$ cat config.mk
export PLATFORM = sky130hd
export DESIGN_NAME = fifo_arbiter_flat
export DESIGN_NICKNAME = d
export VERILOG_FILES = /design/src/rtl/fifo_arbiter_if.sv /design/src/rtl/fifo_arbiter.sv /design/src/flat_wrapper.sv
export SDC_FILE = /design/constraint.sdc
export NUM_CORES = 1
export LEC_CHECK = 0
export CAP_MARGIN = 20
export CORE_MARGIN = 3
export CORE_UTILIZATION = 50
export CTS_BUF_LIST = sky130_fd_sc_hd__clkbuf_4 sky130_fd_sc_hd__clkbuf_8 sky130_fd_sc_hd__clkbuf_16
export CTS_CLUSTER_SIZE = 16
export DETAILED_ROUTE_END_ITERATION = 12
export PLACE_DENSITY = 0.9
export SYNTH_ARGS = -nofsm -noshare
export SYNTH_HDL_FRONTEND = slang
export SYNTH_SLANG_ARGS = --single-unit
$ cat constraint.sdc
create_clock -name i_clk -period 5.8 [get_ports i_clk]
set_input_delay 0.87 -clock i_clk [delete_from_list [all_inputs] [get_ports i_clk]]
set_output_delay 0.87 -clock i_clk [all_outputs]
set_load 0.05 [all_outputs]
$ cat src/rtl/fifo_arbiter_if.sv
// rtl/fifo_arbiter_if.sv - handshake bundle between the arbiter and the shared fifo
interface fifo_arbiter_if #(
    parameter int WIDTH = 8
);
    logic             o_fifo_set;
    logic             o_fifo_get;
    logic [WIDTH-1:0] o_fifo_data;
    logic             i_fifo_set;
    logic             i_fifo_get;
    logic [WIDTH-1:0] i_fifo_data;

    modport master (
        output o_fifo_set, o_fifo_get, o_fifo_data,
        input  i_fifo_set, i_fifo_get, i_fifo_data
    );

    modport slave (
        input  o_fifo_set, o_fifo_get, o_fifo_data,
        output i_fifo_set, i_fifo_get, i_fifo_data
    );
endinterface

$ cat src/rtl/fifo_arbiter.sv
// rtl/fifo_arbiter.sv - round-robin arbiter sharing one pulse-handshake fifo between two requesters
module fifo_arbiter #(
    parameter int WIDTH   = 8,
    parameter int DEPTH   = 256,
    parameter int TIMEOUT = 15
) (
    input  logic                   i_clk,
    input  logic                   i_rst,
    input  logic                   i_en,
    input  logic [1:0]             i_req,
    input  logic [1:0]             i_op,
    input  logic [2*WIDTH-1:0]     i_wdata,
    output logic [1:0]             o_ack,
    output logic [1:0]             o_err,
    output logic [WIDTH-1:0]       o_rdata,
    output logic [$clog2(DEPTH):0] o_count,
    output logic                   o_full,
    output logic                   o_empty,
    output logic                   o_fault,
    fifo_arbiter_if.master         fifo
);
    localparam int CW = $clog2(DEPTH) + 1;
    localparam int TW = $clog2(TIMEOUT + 1);

    typedef enum logic [1:0] {IDLE, ISSUE, WAIT, DONE} state_t;

    state_t           state, state_n;
    logic             ptr, gnt_q, gnt_n;
    logic             op_q, err_q;
    logic [WIDTH-1:0] wdata_q;
    logic [TW-1:0]    tcnt;
    logic [1:0]       eligible;
    logic             any_req, op_sel, illegal, ack_in, timeout_hit, grant;

    always_comb begin
        eligible    = i_req & ~o_ack & ~o_err;
        any_req     = |eligible;
        gnt_n       = eligible[ptr] ? ptr : ~ptr;
        op_sel      = i_op[gnt_n];
        illegal     = op_sel ? o_full : o_empty;
        grant       = (state == IDLE) && i_en && any_req;
        ack_in      = op_q ? fifo.i_fifo_set : fifo.i_fifo_get;
        timeout_hit = (tcnt == TW'(TIMEOUT - 1));

        state_n = state;
        case (state)
            IDLE:    if (grant) state_n = illegal ? DONE : ISSUE;
            ISSUE:   state_n = WAIT;
            WAIT:    if (ack_in || timeout_hit) state_n = DONE;
            DONE:    state_n = IDLE;
            default: state_n = IDLE;
        endcase
    end

    always_ff @(posedge i_clk or posedge i_rst) begin
        if (i_rst) begin
            state   <= IDLE;
            ptr     <= 1'b0;
            gnt_q   <= 1'b0;
            op_q    <= 1'b0;
            err_q   <= 1'b0;
            wdata_q <= '0;
            tcnt    <= '0;
            o_count <= '0;
            o_rdata <= '0;
            o_fault <= 1'b0;
        end else begin
            state <= state_n;
            case (state)
                IDLE: begin
                    if (grant) begin
                        gnt_q   <= gnt_n;
                        ptr     <= ~gnt_n;
                        op_q    <= op_sel;
                        err_q   <= illegal;
                        wdata_q <= gnt_n ? i_wdata[2*WIDTH-1:WIDTH] : i_wdata[WIDTH-1:0];
                    end
                end
                ISSUE: tcnt <= '0;
                WAIT: begin
                    // A late ack wins over a timeout landing in the same cycle.
                    if (ack_in) begin
                        err_q <= 1'b0;
                        if (op_q) begin
                            o_count <= o_count + CW'(1);
                        end else begin
                            o_count <= o_count - CW'(1);
                            o_rdata <= fifo.i_fifo_data;
                        end
                    end else if (timeout_hit) begin
                        err_q   <= 1'b1;
                        o_fault <= 1'b1;
                    end else begin
                        tcnt <= tcnt + TW'(1);
                    end
                end
                default: ;
            endcase
        end
    end

    always_comb begin
        o_full           = (o_count == CW'(DEPTH));
        o_empty          = (o_count == '0);
        o_ack            = 2'b00;
        o_err            = 2'b00;
        if (state == DONE) begin
            if (err_q) o_err = gnt_q ? 2'b10 : 2'b01;
            else       o_ack = gnt_q ? 2'b10 : 2'b01;
        end
        fifo.o_fifo_set  = (state == ISSUE) && op_q;
        fifo.o_fifo_get  = (state == ISSUE) && !op_q;
        fifo.o_fifo_data = wdata_q;
    end
endmodule

$ cat src/flat_wrapper.sv
// flat-port wrapper written by rule: the top's interface ports become plain ports
module fifo_arbiter_flat 
#(
    parameter int WIDTH   = 8,
    parameter int DEPTH   = 256,
    parameter int TIMEOUT = 15
)
  (i_clk, i_rst, i_en, i_req, i_op, i_wdata, o_ack, o_err, o_rdata, o_count, o_full, o_empty, o_fault, fifo_o_fifo_set, fifo_o_fifo_get, fifo_o_fifo_data, fifo_i_fifo_set, fifo_i_fifo_get, fifo_i_fifo_data);
  fifo_arbiter_if #(.WIDTH(WIDTH)) fifo_i ();
  input  logic i_clk;
  input  logic i_rst;
  input  logic i_en;
  input  logic [1:0] i_req;
  input  logic [1:0] i_op;
  input  logic [2*WIDTH-1:0] i_wdata;
  output logic [1:0] o_ack;
  output logic [1:0] o_err;
  output logic [WIDTH-1:0] o_rdata;
  output logic [$clog2(DEPTH):0] o_count;
  output logic o_full;
  output logic o_empty;
  output logic o_fault;
  output wire logic [$bits(fifo_i.o_fifo_set)-1:0] fifo_o_fifo_set;
  output wire logic [$bits(fifo_i.o_fifo_get)-1:0] fifo_o_fifo_get;
  output wire logic [$bits(fifo_i.o_fifo_data)-1:0] fifo_o_fifo_data;
  input wire logic [$bits(fifo_i.i_fifo_set)-1:0] fifo_i_fifo_set;
  input wire logic [$bits(fifo_i.i_fifo_get)-1:0] fifo_i_fifo_get;
  input wire logic [$bits(fifo_i.i_fifo_data)-1:0] fifo_i_fifo_data;
  assign fifo_o_fifo_set = fifo_i.o_fifo_set;
  assign fifo_o_fifo_get = fifo_i.o_fifo_get;
  assign fifo_o_fifo_data = fifo_i.o_fifo_data;
  assign fifo_i.i_fifo_set = fifo_i_fifo_set;
  assign fifo_i.i_fifo_get = fifo_i_fifo_get;
  assign fifo_i.i_fifo_data = fifo_i_fifo_data;
  fifo_arbiter #(.WIDTH(WIDTH), .DEPTH(DEPTH), .TIMEOUT(TIMEOUT)) u_core (.i_clk(i_clk), .i_rst(i_rst), .i_en(i_en), .i_req(i_req), .i_op(i_op), .i_wdata(i_wdata), .o_ack(o_ack), .o_err(o_err), .o_rdata(o_rdata), .o_count(o_count), .o_full(o_full), .o_empty(o_empty), .o_fault(o_fault), .fifo(fifo_i));
endmodule
# --- After elaboration in Yosys (flattened, before gate mapping) ---
# Cells that the tools add are included.
op_classes:
  addsub: 3
  n_mux: 25
  reduce_logical: 18
  n_lt_le_gt_ge: 2
  n_bitwise: 8
  n_shift: 0
  n_eq_ne: 10
  n_div: 0
  multipliers: 0
op_table:
  columns: ["op", "count"]
  rows:
  - ["2-bit 2-to-1 mux", 8]
  - ["3-bit AND reduction", 4]
  - ["1-bit 2-to-1 mux", 10]
  - ["9-bit by 1-bit adder with 9-bit output, second input constant", 1]
  - ["9-bit == test, second input constant", 1]
  - ["9-bit logical NOT", 1]
  - ["9-bit 2-to-1 mux", 1]
  - ["9-bit by 1-bit subtractor with 9-bit output, second input constant", 1]
  - ["4-bit 2-to-1 mux", 2]
  - ["8-bit 2-to-1 mux", 1]
  - ["2-bit case mux with 4 select lines", 1]
  - ["4-bit case mux with 2 select lines", 1]
  - ["2-bit AND reduction", 3]
  - ["4-bit by 1-bit adder with 4-bit output, second input constant", 1]
  - ["2-bit bitwise AND", 2]
  - ["2-bit == test, second input constant", 2]
  - ["4-bit == test, second input constant", 1]
  - ["1-bit logical AND", 4]
  - ["1-bit by 2-bit < comparator with 1-bit output, second input constant", 2]
  - ["2-bit by 1-bit inequality test with 1-bit output, second input constant", 2]
  - ["2-bit inequality test, second input constant", 2]
  - ["1-bit inverter", 4]
  - ["2-bit inverter", 2]
  - ["2-bit nonzero test", 2]
  - ["other kinds (7)", 7]
totals:
  n_memories: 0
  ramBits: 0
  elab_cells: 76
  in_bits: 33
  rom_bits: 0
  latch_bits: 0
  ff_bits: 36

# --- Logic depth before layout (Yosys ltp) ---
depth:
  depth_word: 15
  ltp_mapped: 9
  depth_no_buf: 8

# --- Least setup slack after synthesis ---
# Ideal clock, no wire load.
synth_timing:
  kind: "register -> output"
  startpoint: "reg u_core.o_count[1]"
  endpoint: "out o_empty"
  t_required_ns: 4.930
  t_arrival_ns: 1.723
  path_stages_with_launch: 4
  slack_ns: 3.207
  n_path_buf: 0
  cell_sequence: "dfrtp_1 -> nor4_1 -> nand2_1 -> nor2_1"
synth_between:
  elab_chain_cells: 1
synth_rtl:
  columns: ["item", "line_no", "rtl"]
  rows:
  - ["start, declared", "fifo_arbiter.sv:16", "output logic [$clog2(DEPTH):0] o_count,"]
  - ["start signal, assigned", "fifo_arbiter.sv:85", "o_count <= o_count + CW'(1);"]
  - ["start signal, assigned", "fifo_arbiter.sv:87", "o_count <= o_count - CW'(1);"]
  - ["9-bit logical NOT", "fifo_arbiter.sv:104", "o_empty = (o_count == '0);"]
  - ["end, declared", "flat_wrapper.sv:21", "output logic o_empty;"]
# No other way between the ends.

# --- Worst setup path after layout ---
layout_timing:
  startpoint: "reg u_core.o_count[4]"
  endpoint: "out o_empty"
# Same word-level chain as after synthesis.

==> impl_metrics.py <==
metrics = {
    "layout": {
        "fin_util_pct": 75.70,
        "final_cell_count_no_fill": 331,
        "nets": 331,
        "fillers": 271,
        "antenna_cells": 0,
        "layout-drive-gt1-share_pct": 8.834,
        "area_growth_pct": 39.12,
    },
    "min_path": {
        "min_path_type": "register to register",
    },
    "detailed_routing": {
        "initialDrtViolationCount": 172,
        "drc": 0,
        "viasPerCell": 5.523,
        "wl_um": 5035,
        "avgRoutedWirePerCell_um": 15.21,
        "ant_nets": 0,
        "vias": 1828,
        "drt-pass1-iter-count": 4,
    },
    "clocking": {
        "clk_path_buf_depth": 2,
        "h-tree-depth": 2,
        "cts_sinks": 36,
        "cts-buffers-inserted": 5,
        "clk_pin_slew_ps": 80,
        "clk_latency_ps": 290,
        "cts-root-buf": "clkbuf_8",
        "cts_tree": "built",
        "ctsResizeCount": 0,
        "postCtsSetupBuffers": 0,
        "holdBufCountCts": 0,
    },
    "pwr": {
        "power.leakage_uw": 0.001275,
        "vdd_drop_max_v": 0.0003330,
        "internal-power_uw": 941.4,
        "switching_share_pct": 50.49,
        "seq_power_share_pct": 24.7,
        "power_frac_comb_pct": 65.0,
        "power_frac_clock_pct": 10.3,
        "switchingPower_uw": 959.9,
        "power.density_nw_per_um2": 656.4,
    },
    "placement": {
        "gp_congestion": 0.8429,
        "dp_hpwl_um": 3688,
        "dp_cells": 322,
        "port_buffers": 66,
    },
    "critical_path": {
        "critPathMaxStageDelay_ps": 810,
        "cp_num_buf_inv": 1,
        "crit_family": "buffers and inverters",
        "critical_path_class": "register to output pin",
        "arrival_ps": 2210,
        "path_max_fanout": 4,
        "critPathSlowestCell": "clkdlybuf4s50_1",
        "cp-end-kind": "output pin",
        "worst_setup_path_start_kind": "register",
        "required_ps": 4930,
        "crit_chain": "nor4_1 -> nand2_1 -> nor2_1 -> clkdlybuf4s50_1",
    },
    "floorplanning": {
        "die_w_um": 70.53,
        "row_count": 22,
        "initial_core_util_pct": 54.41,
        "core_um2": 3826,
        "die-area_um2": 4974,
        "io_pins": 67,
        "fp.dieH_um": 70.53,
    },
    "synthesis": {
        "synth.largest_area_cell": "dfrtp_1",
        "synth_seq_cells": 36,
        "synth_fp_nets": 261,
        "synthTopCellsByCount": "dfrtp_1, nor2_1, nand2_1",
        "synth_area_per_cell_um2": 9.775,
        "seq_area_frac_synth_pct": 43.27,
        "netlist.area_leader.share_pct": 43.27,
        "async_flop_share_pct": 100.0,
        "synth_xor_area_share_pct": 2.945,
        "synth_top_family_by_area": "compound AO/OA/AOI/OAI gates",
        "ys.flop_type": "dfrtp_1",
        "synth.distinct_cells": 39,
        "synth-compound-area-share_pct": 16.05,
        "synthTopCellsByArea": "dfrtp_1, ha_1, mux2_2, mux2i_1, a21oi_1",
        "yosys.area_share.simple_pct": 14.18,
        "synth_fa_ha_area_share_pct": 9.375,
        "synthMuxAreaShare_pct": 10.22,
        "synth_edf_count": 0,
        "netlist_instances": 213,
        "yosys_warnings": 0,
        "yosysMostFrequentCell": "dfrtp_1",
        "syn_area_um2": 2082,
    },
    "run_status": {
        "status": "complete, no violations",
    },
    "global_route": {
        "grt.overflow.total": 0,
        "grt_first_pass_wirelength_um": 8873,
        "grt_max_degree": 37,
        "grt_pass1_vias": 1905,
        "antenna_found_initial": 0,
        "grtUsageTotal_pct": 22.12,
    },
    "sta": {
        "hold_violations": 0,
        "relSlewSlack_pct": 64.94,
        "tightestPinTransition_ps": 524.3,
        "period_share_pct": 53.05,
        "rsz0062_at_grt": "false",
        "slew_viol_final": 0,
        "finClkSkew_ps": 10.69,
        "fin_tns_setup_ps": 0,
        "period_minus_slack_ps": 3077,
        "fmax_mhz": 325.0,
        "setup_violations": 0,
        "whs_ps": 467.3,
    },
    "job": {
        "drv_cap": 0,
    },
}
[power by group through the flow]
stage / Combinational (µW) / Clock, µW / Sequential (µW)
finish: 1240 / 196 / 469
global route: 1350 / 209 / 487
CTS: 1230 / 199 / 470
detailed placement: 1220 / 0 / 471
global placement: 1190 / 0 / 465
floorplan: 607 / 0 / 741
[cell families (layout without fill, tap and decap cells)]
| kind of cell | count (synthesis) | in the layout |
|---|---|---|
| buffers and inverters | 19 | 89 |
| AND/OR/NAND/NOR | 64 | 64 |
| adder cells (fa/ha/maj) | 15 | 15 |
| AO/OA/AOI/OAI | 52 | 52 |
| XOR/XNOR | 7 | 7 |
| flip-flops | 36 | 36 |
| multiplexers | 20 | 20 |
[flip-flops by register name, indices dropped and copies added, names as in the netlist, 2 cells and up]
name / cells
u_core.o_count: 9
u_core.state: 2
u_core.o_rdata: 8
u_core.fifo.o_fifo_data: 8
u_core.tcnt: 4
[layout make-up]
class | instances | area [µm²] | area share, %
multi-input combinational | 158 | 1104 | 38.10
inverter | 13 | 48.80 | 1.685
tap | 48 | 60.06 | 2.073
sequential | 36 | 900.9 | 31.10
clock buffer | 7 | 96.34 | 3.326
timing repair buffer | 69 | 686.9 | 23.71
[worst register-to-register path: cells and delay by family, from the launching register on]
family	cells	cell delay [ps]
AOI/OAI and AO/OA	5	1010
xor gates and xnor gates	1	170
adders and majority gates	1	330
buffers and inverters	1	260
DFF	1	590
[stage by stage]
stage                     setup WS (ps)  power [µW]  area [µm²]
final                              2723        1901        2897
after global routing               2633        2044        2897
after CTS                          2731        1900        2878
after detailed placement           2473        1690        2781
after global placement             2557        1655        2781
after floorplan                    3207        1348        2082
[worst paths after layout]
| check | from | to | slack [ps] | cells past startpoint |
|---|---|---|---|---|
| worst max-delay path | u_core.o_count[4]$_DFFE_PP0P_ | o_empty | 2720 | 4 |
| worst min-delay path | u_core.o_fault$_DFFE_PP0P_ | u_core.o_fault$_DFFE_PP0P_ | 470 | 1 |
| worst max register to register | u_core.op_q$_DFFE_PP0P_ | u_core.o_count[7]$_DFFE_PP0P_ | 3310 | 8 |
| worst min register to register | u_core.o_fault$_DFFE_PP0P_ | u_core.o_fault$_DFFE_PP0P_ | 470 | 1 |
| max in group asynchronous | i_rst | u_core.fifo.o_fifo_data[1]$_DFFE_PP0P_ | 4490 | 3 |
| min in group asynchronous | i_rst | u_core.o_count[8]$_DFFE_PP0P_ | 980 | 3 |
[routing by layer]
metal | wire [µm] | track usage, %
met1 | 2126 | 29.19
met2 | 2321 | 34.20
met3 | 541 | 9.233
met4 | 46 | 5.219
met5 | 0 | 0
[cells in the final DEF, fill, tap and decap left out, types with 3 or more instances in the layout]
master	count
clkdlybuf4s50_1	66
dfrtp_1	36
nor2_1	20
nand2_1	18
a21oi_1	16
o21ai_0	15
ha_1	14
inv_1	13
mux2_2	10
mux2i_1	10
clkbuf_8	7
nor3_1	6
nand2b_1	5
xnor2_1	4
o31ai_1	4
nand3_1	3
xor2_1	3
and3_1	3
Power figures use the tool's default switching activity.
